===== src/rtl/incrementer_counter_4bit_pkg.sv =====
// Shared constants and next-state select encoding for the 4-bit up counter.
// Imported by the counter top and its incrementer sub-module.
package incrementer_counter_4bit_pkg;

    localparam int DEFAULT_WIDTH   = 4;
    localparam int DEFAULT_MAX_VAL = 15;
    localparam int RESET_VAL       = 0;

    // Which source feeds the count register on the next edge (reset handled in the register itself)
    typedef enum logic [1:0] {
        SEL_HOLD = 2'd0,
        SEL_LOAD = 2'd1,
        SEL_INC  = 2'd2,
        SEL_WRAP = 2'd3
    } next_sel_t;

endpackage


===== src/rtl/incrementer_counter_4bit_incrementer.sv =====
// Gate-level cells and the WIDTH-bit ripple incrementer built from them:
// a half-adder chain with the carry-in tied high, so sum = a + 1.
module xor_gate (
    input  logic a,
    input  logic b,
    output logic y
);
    assign y = a ^ b;
endmodule

module and_gate (
    input  logic a,
    input  logic b,
    output logic y
);
    assign y = a & b;
endmodule

module incrementer_nbit #(
    parameter int WIDTH = 4
) (
    input  logic [WIDTH-1:0] a,
    output logic [WIDTH-1:0] sum,
    output logic             carry_out
);

    logic [WIDTH:0] carry;

    assign carry[0] = 1'b1;

    // Each stage is a half adder: sum bit from XOR, ripple carry from AND
    for (genvar i = 0; i < WIDTH; i++) begin : g_stage
        xor_gate u_xor (
            .a (a[i]),
            .b (carry[i]),
            .y (sum[i])
        );
        and_gate u_and (
            .a (a[i]),
            .b (carry[i]),
            .y (carry[i+1])
        );
    end

    assign carry_out = carry[WIDTH];

endmodule


===== src/rtl/incrementer_counter_4bit.sv =====
// Synchronous up counter with parallel load, count enable, programmable wrap
// point (MAX_VAL), terminal-count decode and a one-cycle registered carry pulse.
module incrementer_counter_4bit
    import incrementer_counter_4bit_pkg::*;
#(
    parameter int WIDTH   = DEFAULT_WIDTH,
    parameter int MAX_VAL = DEFAULT_MAX_VAL
) (
    input  logic             clk,
    input  logic             rst,
    input  logic             en,
    input  logic             load,
    input  logic [WIDTH-1:0] d,
    output logic [WIDTH-1:0] q,
    output logic             tc,
    output logic             co
);

    localparam logic [WIDTH-1:0] MAX_Q   = WIDTH'(MAX_VAL);
    localparam logic [WIDTH-1:0] RESET_Q = WIDTH'(RESET_VAL);

    logic [WIDTH-1:0] inc_sum;
    logic             inc_carry;
    next_sel_t        sel;
    logic [WIDTH-1:0] next_q;
    logic             next_co;

    incrementer_nbit #(
        .WIDTH (WIDTH)
    ) u_incrementer (
        .a         (q),
        .sum       (inc_sum),
        .carry_out (inc_carry)
    );

    always_comb begin
        sel = SEL_HOLD;
        if (load) begin
            sel = SEL_LOAD;
        end else if (en) begin
            sel = (q == MAX_Q) ? SEL_WRAP : SEL_INC;
        end
    end

    // Values above MAX_VAL count on to the natural rollover, whose MSB carry also fires co
    always_comb begin
        next_q  = q;
        next_co = 1'b0;
        case (sel)
            SEL_LOAD: next_q = d;
            SEL_INC: begin
                next_q  = inc_sum;
                next_co = inc_carry;
            end
            SEL_WRAP: begin
                next_q  = '0;
                next_co = 1'b1;
            end
            default: next_q = q;
        endcase
    end

    always_ff @(posedge clk) begin
        if (rst) begin
            q  <= RESET_Q;
            co <= 1'b0;
        end else begin
            q  <= next_q;
            co <= next_co;
        end
    end

    assign tc = (q == MAX_Q);

endmodule

===== config.mk =====
export PLATFORM = sky130hd
export DESIGN_NAME = incrementer_counter_4bit
export DESIGN_NICKNAME = d
export VERILOG_FILES = /design/src/rtl/incrementer_counter_4bit_pkg.sv /design/src/rtl/incrementer_counter_4bit_incrementer.sv /design/src/rtl/incrementer_counter_4bit.sv
export SDC_FILE = /design/constraint.sdc
export NUM_CORES = 1
export LEC_CHECK = 0
export BUFFER_PORTS_ARGS = -buffer_cell sky130_fd_sc_hd__buf_2
export CORE_AREA = 10 10 47 49
export DETAILED_ROUTE_END_ITERATION = 7
export DIE_AREA = 0 0 57 59
export PLACE_DENSITY_LB_ADDON = 0.08
export SYNTH_ARGS = -nofsm -noshare
export SYNTH_HDL_FRONTEND = slang
export SYNTH_SLANG_ARGS = --single-unit

===== constraint.sdc =====
create_clock -name clk -period 1.7 [get_ports clk]
set_input_delay 0.51 -clock clk [delete_from_list [all_inputs] [get_ports clk]]
set_output_delay 0.51 -clock clk [all_outputs]
set_load 0.02 [all_outputs]

Yosys cells after proc, flatten, opt, wreduce, memory -nomap -nowiden
Index checks and enable logic that the tools add are counted.
{"block": "word_totals", "reg_bits": 5, "wordCells": 19, "input_bits": 8, "output_inout_bits": 6}
{"block": "op_classes", "n_reduce_logical": 1, "n_mux": 5, "eq_ne": 4, "bitwise_logic": 7}
{"op": "$pmux W4 S3", "n": 1}
{"op": "$eq A2 B2 Y1 const B", "n": 2}
{"op": "$eq A4 B4 Y1 const B", "n": 1}
{"op": "$mux W2", "n": 2}
{"op": "$and A1 B1 Y1", "n": 3}
{"op": "$reduce_bool A3 Y1", "n": 1}
{"op": "$xor A1 B1 Y1", "n": 3}
{"op": "$eq A2 B1 Y1 const B", "n": 1}
{"op": "$pmux W1 S2", "n": 1}
{"op": "$mux W1", "n": 1}
{"op": "$not A1 Y1", "n": 1}

Logic depth before layout (Yosys ltp)
{"block": "logic_depth", "depth_word": 6, "ltp_mapped": 5, "mapped_depth_nobuf": 5}

Cells and area by module
Synthesis repeated with hierarchy kept, for this count alone.
{"block": "hier_totals", "hier_cells": 37, "hier_area_um2": 306.5}
{"module": "incrementer_counter_4bit", "cells_each": 28, "instances": 1, "area_per_inst_um2": 242.7, "seq_area_each_um2": 100.1}
{"module": "xor_gate", "cells_each": 1, "instances": 4, "area_per_inst_um2": 8.8, "seq_area_each_um2": 0.0}
{"module": "and_gate", "cells_each": 1, "instances": 4, "area_per_inst_um2": 6.3, "seq_area_each_um2": 0.0}
{"module": "incrementer_nbit", "cells_each": 1, "instances": 1, "area_per_inst_um2": 3.8, "seq_area_each_um2": 0.0}

Worst setup path after synthesis
Ideal clock, no wire load.
{"block": "synth_timing", "path_type": "flip-flop to flip-flop", "start": "register q[1]", "end": "register q[0]", "stages_incl_launch_ff": 6, "arrival_ns": 1.249, "synth_period_minus_slack_ns": 1.336, "n_path_buf": 0, "t_required_ns": 1.614, "setup_ns": 0.086, "setup_slack_ns": 0.364, "cell_sequence": "dfxtp_1 -> ha_1 -> nand3_2 -> inv_1 -> or3_1 -> a221oi_2"}
{"block": "synth_between", "elab_chain_cells": 6, "elab_cells_between_ends": 9, "classes_between": "eq/ne: 4; mux: 4; reduce/logical: 1"}
{"element": "start: declaration", "line_no": "incrementer_counter_4bit.sv:14", "text": "output logic [WIDTH-1:0] q,"}
{"element": "start signal: assignment", "line_no": "incrementer_counter_4bit.sv:68", "text": "q <= next_q;"}
{"element": "$eq A4 B4 Y1 (*)"}
{"element": "named net tc", "line_no": "incrementer_counter_4bit.sv:15", "text": "output logic tc,"}
{"element": "$mux W1 (*)", "line_no": "incrementer_counter_4bit.sv:41", "text": "sel = (q == MAX_Q) ? SEL_WRAP : SEL_INC;"}
{"element": "$mux W2 (*)", "line_no": "incrementer_counter_4bit.sv:40", "text": "end else if (en) begin"}
{"element": "$mux W2 (*)", "line_no": "incrementer_counter_4bit.sv:38", "text": "if (load) begin"}
{"element": "$eq A2 B2 Y1 / $eq A2 B1 Y1 (equally long branches)", "line_no": "incrementer_counter_4bit.sv:49", "text": "case (sel)"}
{"element": "$pmux W4 S3 / $reduce_bool A3 Y1 (equally long branches)"}
The timed path passes the listed nets; every way through them passes the cells marked *.
A chain may end at the register's enable or synchronous reset.

Worst setup path after layout
{"block": "layout_timing", "start": "register q[0]", "end": "output port tc"}
{"block": "layout_between", "elab_chain_cells": 1}
{"element": "$eq A4 B4 Y1", "line_no": "incrementer_counter_4bit.sv:73", "text": "assign tc = (q == MAX_Q);"}
{"element": "end: declaration", "line_no": "incrementer_counter_4bit.sv:15"}
Every way passes these cells.

==> flow_summary.toml <==
[routing]
wl_per_cell_um = 12.6
drt-total-wl_um = 782
vias_per_cell = 4.48
vias = 278
firstDrtPassIters = 2
drc_errors = 0
drtIter0Drc = 3
ant_nets = 0

[hold_path]
hold_end = "q[0]"
hp-class = "in2reg"
min-delay-start = "rst"
hold_depth = 2

[cts]
cts-htree-levels = 1
cts-root-buf = "clkbuf_4"
cts_tree = "built"
clock_latency_ns = 0.25
cts_hold_buf = 0
cts_inserted_buffers = 3
post-cts-setup-buffers = 0
clkTransAtPathRegs_ns = 0.05
clk_path_buf_depth = 2
clock_sinks = 5

[worst_setup_path]
path_buf_inv = 2
critical_path_class = "reg2out"
worstPathMaxFanout = 5
end_kind = "primary output"
reg2reg_to = "q[3]"
crit_chain = "ha_2 -> nand3_4 -> inv_1 -> buf_4"
crit_path_start_kind = "flip-flop"
critPathMaxStageDelay_ns = 0.35
crit_family = "flip-flops"
required_ns = 1.19
r2r_slack_ns = 0.33
worst-endpoint-arrival_ns = 1.12
r2r.worst_path.cells = 5
r2r-start = "q[0]"
slowest_stage = "dfxtp_2"

[synth]
synth_top_cell_by_area = "dfxtp_1"
synth.net_count = 45
synth.area.top_cells = "dfxtp_1 33%, ha_1 13%, buf_4 10%"
synthesis.instances = 34
yosysTopAreaCellShare = 0.333
yosysWarnings = 0
syn_area_um2 = 300
synth-seq-cells = 5
synth.avg_cell_area_um2 = 8.83
yosysSeqAreaShare = 0.333
synth.distinct_cells = 13

[power]
power.total_uw = 337
power.density_nw_per_um2 = 859
vdd_drop_max_uv = 292
power.leakage_uw = 0.000201

[floorplan]
die_h_um = 59
ios = 14
fp.dieW_um = 57
num_rows = 14
core_area_um2 = 1400
design.die.area_um2 = 3360
start_util = 0.214

[global_route]
grt_pass1_wl_um = 1390
antenna_found_initial = 0
track_usage = 0.0535
grt_pass1_vias = 312
grt_max_degree = 10
grt.overflow.total = 0

[cells_and_area]
mostFrequentLayoutCells = "12 x buf_2, 6 x inv_1, 4 x a21oi_1"
final_area_um2 = 392
diodes = 0
fillers = 169
syn2layout_area_growth_pct = 30.4
multiInputGateArea_um2 = 149
layout-drive-gt1-share = 0.478
seq_area_um2 = 103
final_common_cell = "buf_2"
fin_nets = 58

[timing]
tns_ns = 0
tightest_slew_ns = 0.369
fin_skew_ns = 0.00289
hold_ws_ns = 0.494
drv_slew = 0
period_needed_ns = 1.63
max-slew-margin-rel = 0.748
setup_viol = 0
period_share = 0.959
rsz0062_at_grt = "false"
hold_violations = 0
max_freq_mhz = 613

[placed_design]
dpl_cell_area_um2 = 350
hpwl_um = 627
io_buffers = 13
gp_routability_congestion = 0.823

[status]
outcome = "finished, final reports clean"

[flow_run]
max_cap_violations = 0
per-layer routing:
| metal | GRT usage | vias to the layer above | share of wire |
|---|---|---|---|
| met5 | 0 | - | 0 |
| met4 | 0.0403 | 0 | 0.018 |
| met3 | 0.0236 | 3 | 0.052 |
| met2 | 0.0775 | 12 | 0.44 |
| met1 | 0.0602 | 120 | 0.49 |
| li1 | - | 143 | - |
registers in the layout (all words and copies together) (netlist names):
name  cells
q         4
co        1
report_power, final:
group / leakage [uW] / total [uW] / switching (uW) / internal [uW]
registers: 0.0000419 / 135 / 9.03 / 126
clock network: 0.0000150 / 145 / 55.8 / 89.2
logic: 0.000144 / 56.5 / 32.5 / 24.0
total: 0.000201 / 337 / 97.3 / 239
worst max path at each step:
| stage | from | end | slack, ns | cells past startpoint |
|---|---|---|---|---|
| 2_1_floorplan | q[1] | q[0] | 0.36 | 5 |
| 3_3_place_gp | q[0] | co | 0.24 | 5 |
| 3_5_place_dp | q[0] | tc | 0.26 | 4 |
| 4_1_cts | q[1] | tc | 0.02 | 4 |
| 5_1_grt | q[0] | tc | 0.01 | 4 |
| 6_report | q[0] | tc | 0.07 | 4 |
final cells by class:
cell class	instances	share of cell area
Timing Repair Buffer	13	0.173
Multi-Input combinational cell	17	0.380
Clock buffer	4	0.0671
Inverter	7	0.0671
Tap cell	16	0.0511
Sequential cell	5	0.262
synth_stat cells (all sizes together):
library cell and count:
inv 7, buf 5, dfxtp 5, a21oi 4
a221oi 4, nand3 4, ha 3, a2111oi 1
or3 1
cell families (layout without fill, tap and decap cells):
group,count (synthesis),in the layout,share of synthesized area
DFF,5,5,0.333
AOI/OAI and AO/OA,9,9,0.233
buffers and inverters,12,24,0.204
adders and majority gates,3,3,0.125
and+or+nand+nor,5,5,0.104
what timing repair did:
action,in CTS,in global routing
setup endpoints to repair,1,1
resized for setup,2,3
pin swaps,0,1
metrics by stage:
stage	instances	util	worst slack, ns
2_1_floorplan	34	-	0.364
3_3_place_gp	58	0.250	0.243
3_5_place_dp	58	0.250	0.262
4_1_cts	62	0.271	0.0181
5_1_grt	62	0.279	0.0134
6_report	62	0.279	0.0691
Power figures use the tool's default switching activity.
